$ cat src/rtl/sad_window_unit.sv
// Purpose: SAD of a ROWS-row reference-frame block against a ROWS-row search-window block, fed by load shift strobes.
// Latency: zero; SAD_value/SAD_valid are combinational from inputs and state, rows and counters commit on Clk rise.
// Backpressure: none; shifts are accepted every cycle. Optional macro SAD_FILL_GUARD_EN forces all-ones until filled.
module sad_window_unit #(
    parameter int ROWS = 4
) (
    input  logic        Clk,
    input  logic        Reset,
    input  logic [31:0] MEM_SAD_ReadData,
    input  logic        frame_shift,
    input  logic        window_shift,
    output logic [31:0] SAD_value,
    output logic        SAD_valid
);

    // Fill counter wide enough to hold ROWS (3 bits for ROWS=4).
    localparam int CW = $clog2(ROWS + 1);
    // Sum width covering ROWS*4 pixels of 255 each (12 bits for ROWS=4).
    localparam int SW = $clog2(ROWS * 4 * 255 + 1);
    localparam logic [CW-1:0] FULL = CW'(ROWS);

    logic [31:0]   frame  [ROWS];
    logic [31:0]   window [ROWS];
    logic [CW-1:0] fcnt;
    logic [CW-1:0] wcnt;

    logic [31:0]   nf [ROWS];
    logic [31:0]   nw [ROWS];
    logic [CW-1:0] nfcnt;
    logic [CW-1:0] nwcnt;
    logic [SW-1:0] sad_sum;

    // Next block contents and fill counts: shift on strobe, hold otherwise, cleared while Reset is high.
    always_comb begin
        nf    = frame;
        nw    = window;
        nfcnt = fcnt;
        nwcnt = wcnt;
        if (frame_shift) begin
            for (int i = 0; i < ROWS - 1; i++) begin
                nf[i] = frame[i+1];
            end
            nf[ROWS-1] = MEM_SAD_ReadData;
            if (fcnt != FULL) begin
                nfcnt = fcnt + CW'(1);
            end
        end
        if (window_shift) begin
            for (int i = 0; i < ROWS - 1; i++) begin
                nw[i] = window[i+1];
            end
            nw[ROWS-1] = MEM_SAD_ReadData;
            if (wcnt != FULL) begin
                nwcnt = wcnt + CW'(1);
            end
        end
        if (Reset) begin
            for (int i = 0; i < ROWS; i++) begin
                nf[i] = '0;
                nw[i] = '0;
            end
            nfcnt = '0;
            nwcnt = '0;
        end
    end

    // Sum of unsigned absolute pixel differences over the post-update blocks; column 0 is the top byte.
    always_comb begin
        logic [7:0] a;
        logic [7:0] b;
        logic [7:0] d;
        sad_sum = '0;
        a       = '0;
        b       = '0;
        d       = '0;
        for (int r = 0; r < ROWS; r++) begin
            for (int c = 0; c < 4; c++) begin
                a = nf[r][31 - 8*c -: 8];
                b = nw[r][31 - 8*c -: 8];
                d = (a > b) ? (a - b) : (b - a);
                sad_sum = sad_sum + SW'(d);
            end
        end
    end

    // Result is valid only once both blocks hold ROWS words loaded since Reset.
    always_comb begin
        SAD_valid = (nfcnt == FULL) && (nwcnt == FULL);
`ifdef SAD_FILL_GUARD_EN
        SAD_value = SAD_valid ? {{(32-SW){1'b0}}, sad_sum} : 32'hFFFF_FFFF;
`else
        SAD_value = {{(32-SW){1'b0}}, sad_sum};
`endif
    end

    // Commit block rows and fill counters; Reset wins over any strobe.
    always_ff @(posedge Clk) begin
        if (Reset) begin
            for (int i = 0; i < ROWS; i++) begin
                frame[i]  <= '0;
                window[i] <= '0;
            end
            fcnt <= '0;
            wcnt <= '0;
        end else begin
            frame  <= nf;
            window <= nw;
            fcnt   <= nfcnt;
            wcnt   <= nwcnt;
        end
    end

endmodule

$ cat config.mk
export PLATFORM = sky130hd
export DESIGN_NAME = sad_window_unit
export DESIGN_NICKNAME = d
export VERILOG_FILES = /design/src/rtl/sad_window_unit.sv
export SDC_FILE = /design/constraint.sdc
export NUM_CORES = 1
export LEC_CHECK = 0
export CAP_MARGIN = 10
export CORE_UTILIZATION = 43
export DETAILED_ROUTE_END_ITERATION = 8
export HOLD_SLACK_MARGIN = 0.06
export PLACE_DENSITY_LB_ADDON = 0.15
export SYNTH_ARGS = -nofsm -noshare
export SYNTH_HDL_FRONTEND = slang
export SYNTH_SLANG_ARGS = --single-unit
export TNS_END_PERCENT = 50
$ cat constraint.sdc
create_clock -name Clk -period 15.35 [get_ports Clk]
set_input_delay 2.3025 -clock Clk [delete_from_list [all_inputs] [get_ports Clk]]
set_output_delay 2.3025 -clock Clk [all_outputs]
set_load 0.02 [all_outputs]
==> flow_summary.ini <==
[worst_setup_path]
startpoint_type = primary input
crit_fanout = 79
cp.required_ns = 13.05
cp_common_cell = fa_1
cpMaxStageDelayCell = clkbuf_8
r2r_start = fcnt[0]$_SDFF_PP0_
critPathKind = primary input to output port
r2r-end = fcnt[0]$_SDFF_PP0_
r2r_slack_ns = 14.22
worstSetupEndpointType = output port
crit_arrival_ns = 11.54
reg2regPathDepth = 6
critPathMaxStageDelay_ns = 0.66

[worst_hold_path]
min_to = frame[120]$_SDFF_PP0_
hp-class = flop to flop
whs_path_depth = 2
worstHoldStart = frame[120]$_SDFF_PP0_

[timing]
setup_tns_ns = 0
rsz0062_at_grt = false
finalCritPeriodShare = 0.902
worst_pin_slew_ns = 0.929
hold_viol = 0
slew_viol_final = 0
setup_viol = 0
maxSlewHeadroom = 0.381
fin_ws_ns = 1.51
skew_ns = 0.0156
fmax_mhz = 72.2
period_needed_ns = 13.84

[route]
finalWirelength_mm = 64.1
dr.pass1.iters = 5
vias = 18000
viasPerCell = 5.18
drc = 0
drt-initial-drc-count = 1106
ant_nets = 0
drt-wirelength-per-cell_um = 18.4

[cts]
cts.reportedPaths.clkPinSlew_ns = 0.06
post_cts_buffers = 0
clock_path_buffers = 3
cts_tree = built
root_buffer = clkbuf_16
htree_num_levels = 1
ctsHoldBuffers = 0
clock_sink_count = 262
clkLatencyLatePin_ns = 0.58
cts.repair.resized = 0
cts_made_buffers = 30

[global_routing]
grtUsageMet2 = 0.399
grt_pass1_vias = 18100
grt_max_degree = 154
busiest_layer = met2
track_usage = 0.229
grt_first_pass_wirelength_mm = 101
use_met1 = 0.315
grtUsageMet3 = 0.0211
antenna_found_initial = 1
overflow = 0

[flow_run]
drv_cap = 0

[yosys]
synth_area_leaders = dfxtp_1 22%, mux2i_1 15%, ha_1 14%, fa_1 12%, nor2_1 8.8%
synth.distinct_cells = 57
syn_inst = 2782
synth_seq_cells = 262
yosys-top-cells-count = 551 x nor2_1, 424 x inv_1, 346 x mux2i_1
synth_edf_count = 0
yosysSeqAreaShare = 0.224
synth-main-ff-cell = dfxtp_1
synth_area_um2 = 23400
synth_area_leader_cell = dfxtp_1
synth.top_cell.area_share = 0.224
synth_most_common_cell = nor2_1
async_flop_share = 0
syn_area_per_cell_um2 = 8.42
ys_warn_count = 0

[placed_design]
port_buffers = 48
dp_cells = 3431
hpwl_mm = 53.1
pre_cts_ws_ns = 1.53
globalplace.congestion = 0.918

[cells_and_area]
drive_gt1_frac = 0.0384
syn_to_final_growth_pct = 8.53
seq_area_um2 = 5250
multi_input_area_um2 = 16100
final_cells = 3485
fillers = 5258
final_nets = 3208

[floorplan]
coreArea_um2 = 53800
initial_utilization = 0.436
die_w_um = 235
die-area_um2 = 55400
rows = 85
dieHeight_um = 235
ios = 69

[outcome]
status = finished, final reports clean
[layout make-up]
class / instances / share of cell area
Clock buffer: 39 / 0.0340
Tap cell: 696 / 0.0342
Multi-Input combinational cell: 1989 / 0.631
Inverter: 424 / 0.0626
Sequential cell: 262 / 0.206
Clock inverter: 14 / 0.00590
Antenna cell: 1 / 0.0000984
Timing Repair Buffer: 60 / 0.0258
[layer usage]
layer | part of all wire | up-vias | wire length, um
met5 | 0 | - | 0
met4 | 0.013 | 0 | 837
met3 | 0.032 | 46 | 2050
met2 | 0.48 | 315 | 30500
met1 | 0.48 | 8757 | 30600
li1 | - | 8923 | -
[state kept, by name, indices dropped and copies added (netlist names)]
name	cells
fcnt	3
frame	128
wcnt	3
window	128
[worst max-delay path by stage]
stage,from,end,slack (ns),cells past startpoint
CTS,frame_shift,SAD_value[11],1.52,31
finish,frame_shift,SAD_value[11],1.51,32
global route,frame_shift,SAD_value[11],0.99,32
global placement,frame_shift,SAD_value[11],1.51,31
detailed placement,frame_shift,SAD_value[11],1.53,31
floorplan,window_shift,SAD_value[11],3.25,29
[per-stage QoR]
stage               cell area, um^2   util  hold WS, ns
detailed placement            24400  0.454        0.475
CTS                           25400  0.473        0.490
floorplan                     23500      -        0.456
global route                  25400  0.473        0.511
global placement              24400  0.454        0.469
finish                        25400  0.473        0.484
[cell families (layout without fill, tap and decap cells)]
group	after synthesis	count (layout)	synth area share
mux	357	357	0.153
xor+xnor	106	106	0.0396
other cells	1	21	0.000160
fa+ha+maj	405	405	0.261
simple gates	687	687	0.120
buf+inv	550	537	0.0942
compound gates	414	414	0.109
flops	262	262	0.224
[cells in the final DEF, fill, tap and decap left out, types with 29 or more instances in the layout]
| cell type | n |
|---|---|
| a21o_1 | 30 |
| a21oi_1 | 187 |
| clkbuf_16 | 30 |
| clkdlybuf4s50_1 | 45 |
| dfxtp_1 | 262 |
| fa_1 | 140 |
| ha_1 | 265 |
| inv_1 | 424 |
| mux2i_1 | 346 |
| nand2_1 | 67 |
| nor2_1 | 551 |
| o21ai_0 | 69 |
| o21bai_1 | 29 |
| xnor2_1 | 60 |
| xor2_1 | 46 |
[critical path: cells and delay by family]
family	cells	cell delay, ns
xor+xnor	2	0.57
fa+ha+maj	9	3.88
mux	2	0.44
simple gates	2	0.18
buf+inv	9	2.03
compound gates	8	1.97
Power is not shown: default switching activity piles up to over one toggle a cycle in this logic, so the estimate is an artifact.
